**config.mk**
```make
export PLATFORM = sky130hd
export DESIGN_NAME = mem_access_ctrl
export DESIGN_NICKNAME = d
export VERILOG_FILES = /design/src/rtl/mem_access_ctrl.sv
export SDC_FILE = /design/constraint.sdc
export NUM_CORES = 1
export LEC_CHECK = 0
export BUFFER_PORTS_ARGS = -buffer_cell sky130_fd_sc_hd__buf_4
export CAP_MARGIN = 20
export CORE_UTILIZATION = 50
export DETAILED_ROUTE_END_ITERATION = 10
export GPL_TIMING_DRIVEN = 0
export PLACE_DENSITY = 0.8
export SLEW_MARGIN = 15
export SYNTH_ARGS = -nofsm -noshare
export SYNTH_HDL_FRONTEND = slang
export SYNTH_SLANG_ARGS = --single-unit
```
**constraint.sdc**
```tcl
create_clock -name CLK -period 4.7 [get_ports CLK]
set_input_delay 0.235 -clock CLK [delete_from_list [all_inputs] [get_ports CLK]]
set_output_delay 0.235 -clock CLK [all_outputs]
set_load 0.005 [all_outputs]
```
**src/rtl/mem_access_ctrl.sv**
```systemverilog
`default_nettype none
// ============================================================================
// Module   : mem_access_ctrl
// Purpose  : Byte/halfword load-store sequencer driving a byte-wide data memory.
// Revision : 1.0
// ============================================================================
module mem_access_ctrl #(
    parameter int W = 8
) (
    input  logic         CLK,
    input  logic         Reset,
    input  logic         Req,
    input  logic         Op,
    input  logic         Wide,
    input  logic [W-1:0] Addr,
    input  logic [15:0]  WrData,
    output logic         Busy,
    output logic         Done,
    output logic [15:0]  RdData,
    output logic [W-1:0] MemAddr,
    output logic [1:0]   MemStatus,
    output logic [7:0]   MemWrData,
    input  logic [7:0]   MemRdData
);

    typedef enum logic [1:0] {
        S_IDLE = 2'd0,
        S_ACC0 = 2'd1,
        S_ACC1 = 2'd2,
        S_DONE = 2'd3
    } state_t;

    localparam logic [1:0] c_MS_IDLE  = 2'b00;
    localparam logic [1:0] c_MS_LOAD  = 2'b01;
    localparam logic [1:0] c_MS_STORE = 2'b10;

    state_t         r_state;
    state_t         w_next;
    logic           r_op;
    logic           r_wide;
    logic [7:0]     r_wrdata_hi;
    logic [15:0]    r_rddata;
    logic [W-1:0]   r_memaddr;
    logic [7:0]     r_memwrdata;
    logic [1:0]     w_memstatus;

    always_ff @(posedge CLK or posedge Reset) begin
        if (Reset) begin
            r_state <= S_IDLE;
        end else begin
            r_state <= w_next;
        end
    end

    always_comb begin
        w_next      = r_state;
        w_memstatus = c_MS_IDLE;
        case (r_state)
            S_IDLE: if (Req) w_next = S_ACC0;
            S_ACC0: begin
                w_memstatus = r_op ? c_MS_STORE : c_MS_LOAD;
                w_next      = r_wide ? S_ACC1 : S_DONE;
            end
            S_ACC1: begin
                w_memstatus = r_op ? c_MS_STORE : c_MS_LOAD;
                w_next      = S_DONE;
            end
            S_DONE: w_next = S_IDLE;
            default: w_next = S_IDLE;
        endcase
    end

    // Memory-side address/data are loaded one edge ahead of each access so
    // they are stable registers for the whole access cycle.
    always_ff @(posedge CLK or posedge Reset) begin
        if (Reset) begin
            r_op        <= 1'b0;
            r_wide      <= 1'b0;
            r_wrdata_hi <= 8'h00;
            r_rddata    <= 16'h0000;
            r_memaddr   <= '0;
            r_memwrdata <= 8'h00;
        end else begin
            case (r_state)
                S_IDLE: begin
                    if (Req) begin
                        r_op        <= Op;
                        r_wide      <= Wide;
                        r_wrdata_hi <= WrData[15:8];
                        r_memaddr   <= Addr;
                        r_memwrdata <= WrData[7:0];
                    end
                end
                S_ACC0: begin
                    if (!r_op) begin
                        r_rddata[7:0] <= MemRdData;
                        if (!r_wide) begin
                            r_rddata[15:8] <= 8'h00;
                        end
                    end
                    if (r_wide) begin
                        r_memaddr   <= r_memaddr + {{(W-1){1'b0}}, 1'b1};
                        r_memwrdata <= r_wrdata_hi;
                    end
                end
                S_ACC1: begin
                    if (!r_op) begin
                        r_rddata[15:8] <= MemRdData;
                    end
                end
                default: ;
            endcase
        end
    end

    assign Busy      = (r_state != S_IDLE);
    assign Done      = (r_state == S_DONE);
    assign RdData    = r_rddata;
    assign MemAddr   = r_memaddr;
    assign MemStatus = w_memstatus;
    assign MemWrData = r_memwrdata;

endmodule
`default_nettype wire

```
==> key figures <==
Status
  • Status: complete, no violations

Synthesis
  • Seq/Total Area, Yosys: 0.518
  • Cells after Synth: 196
  • Mapped Avg Cell Area: 10.8 um2
  • Mapped Nets: 239
  • Synthesized flop and latch total: 44
  • Cell Area, Synth: 2120 um2
  • Synth warn: 0
  • Library cells used by synthesis: 33

Routing
  • Via Count: 1719
  • Drt pass-1 iters: 4
  • DRC: 0
  • Antenna Nets Post-Route: 0
  • Starting DRT DRC Count: between 100 and 150
  • Wire per inst: 14.7 um
  • Vias per inst: between 5 and 6
  • Post-Route WL: 4820 um

Clocking
  • Clock Root Buffer: clkbuf_8
  • CTS buffer count: 5
  • Resize count post-CTS: 0
  • TritonCTS clock tree: done
  • Total clock sinks: 44
  • Worst skew pair latency: 0.30 ns
  • H-tree levels: 2
  • Clk slew on worst S/H paths: 0.08 ns
  • Clock buffer depth: 2

Worst setup path
  • CP delay by family, top: buffers and inverters
  • Cell Chain, Critical Path: inv_1 > ha_1 > nand2b_1 > buf_6 > o211ai_2 > buf_2 > nand2_1 > o21ai_0
  • Arrival @ worst endpoint: a little over 2 ns
  • CP max stage cell: dfrtp_1
  • Setup crit end kind: flip-flop
  • CP max stage delay: about 0.43 ns
  • CP max FO: 10
  • Setup crit start kind: flip-flop
  • CP Buf/Inv Count: 3
  • Worst endpoint required time: 4.91 ns
  • Kind of critical path: reg2reg
  • R2R Setup Slk: 2.87 ns

Cells and area
  • Most frequent cells in the layout: buf_4, dfrtp_1, o21ai_0
  • Area grow syn2layout: 35.7%
  • Antenna fix cells: 0
  • Commonest non-fill, non-tap cell in the layout: buf_4
  • Post-route cell area: 2880 um2
  • Total Nets Final: 320
  • Layout cells sized above 1: 0.406

STA
  • Skew final: 0.00312 ns
  • Total negative slack: 0 ns
  • Final setup vio count: 0
  • Max Freq: 548 MHz
  • Period utilization: 0.389
  • Tmin final: 1.83 ns
  • RSZ-0062 raised after global routing: false
  • Max-slew violations: 0
  • Normalized max-slew margin: 0.716
  • Final hold viol count: 0
  • Worst-margin pin slew: 0.425 ns

Global routing
  • Maximum number of pins on one net before global-route repair: 27
  • Overall routing resource usage: 0.234
  • Vias in the first global route: 1732
  • First-pass GRT wire length: 7740 um
  • Antenna violations before repair: 0
  • GRT overflow: 0

Power and ir drop
  • Leakage: 1.41 nW
  • VDD IR-drop max: 366 uV
  • PwrDens: about 670 nW/um2

Place
  • GP Congestion: around 0.83
  • HPWL after DPL: 3530 um
  • IO Port Bufs: a little over 70
  • Post-DP Area: 2750 um2

Worst hold path
  • HP Class: in2reg

Floorplanning
  • Die area: ~4500 um2
  • Io pins: 73
  • Die H: 67.2 um
  • Die Width: 67.2 um
  • Core area: 4030 um2
  • Row count: 23
  • Starting Density: 0.527

Run
  • Max Cap Viol: 0
==> cells in the mapped netlist <==
cell      number  area, um2
o21ai_0       23        115
nor3_1         1       5.00
o21ai_1        2       10.0
a221oi_1       1       8.76
buf_2          7       35.0
nand2b_2       1       8.76
mux2_2        18        203
ha_1           6       75.1
o22ai_1        2       12.5
mux2i_1       12        120
nand2b_1       5       31.3
nor2b_1        1       6.26
nor3b_1        1       7.51
a221o_1        3       30.0
buf_6          1       11.3
buf_4          1       7.51
clkbuf_2       1       5.00
a311oi_1       1       8.76
nand4_1        2       12.5
inv_1         16       60.1
o31ai_1        1       7.51
nand3b_1       1       7.51
and4_1         1       8.76
a21oi_4        1       16.3
a21oi_1        5       25.0
dfrtp_1       44       1100
nor2_1         1       3.75
and2_1         2       12.5
and3_1         1       6.26
nand3_1       13       65.1
nand2_1       18       67.6
and3b_1        2       17.5
o211ai_2       1       12.5
==> sequential cells by signal, summed over array words and instances, names as in the netlist <==
name / count
RdData: 16
MemAddr: 8
MemWrData: 8
r_wrdata_hi: 8
r_state: 2
r_op: 1
r_wide: 1
==> where the power goes <==
part | internal, mW | total, mW | switching, mW
combinational | 0.484 | 0.926 | 0.441
clock | 0.188 | 0.318 | 0.131
sequential | 0.557 | 0.689 | 0.132
total | 1.23 | 1.93 | 0.704
==> cell families after synthesis <==
family / synth area share
simple gates: 0.122
buf+inv: 0.0559
mux: 0.152
flops: 0.518
compound gates: 0.116
fa+ha+maj: 0.0353
==> through the flow <==
step	std cells	util	hold WS [ns]	worst slack (ns)	total power, mW
2_1_floorplan	196	-	0.374	3.13	1.23
3_3_place_gp	318	0.677	0.462	2.83	1.58
3_5_place_dp	319	0.682	0.270	2.88	1.63
4_1_cts	328	0.716	0.160	2.86	1.94
5_1_grt	328	0.716	0.156	2.74	2.08
6_report	328	0.716	0.163	2.87	1.93
==> per-layer routing <==
metal | global-route usage | up-vias | routed length, um
met5 | 0 | - | 0
met4 | 0.0984 | 0 | 56
met3 | 0.0591 | 7 | 262
met2 | 0.409 | 46 | 2490
met1 | 0.270 | 821 | 2010
li1 | - | 845 | -
==> worst paths after layout <==
path,endpoint,from,depth (start not counted)
setup / recovery,MemWrData[7]$_DFFE_PP0P_,r_state[1]$_DFFE_PP0P_,8
hold / removal,r_wrdata_hi[2]$_DFFE_PP0P_,WrData[10],2
setup reg to reg,MemWrData[7]$_DFFE_PP0P_,r_state[1]$_DFFE_PP0P_,8
hold reg to reg,MemWrData[5]$_DFFE_PP0P_,MemWrData[5]$_DFFE_PP0P_,2
max in group asynchronous,RdData[11]$_DFFE_PP0P_,Reset,4
min in group asynchronous,r_wrdata_hi[3]$_DFFE_PP0P_,Reset,3
==> repair_timing <==
action | in CTS | in global routing
hold endpoints to repair | 18 | 0
setup buffers | 0 | 0
hold buffers | 1 | 0
==> area by class of cell <==
cell class	instances	area (um2)
flip-flops and latches	44	1100
clock inverters	1	30.0
well taps	50	62.6
repair buffers	74	571
plain buffers	10	58.8
fillers	338	1140
clock buffers	7	96.3
inverters	16	60.1
multi-input cells	126	905
Note: power is estimated with default switching activity, not from simulation.
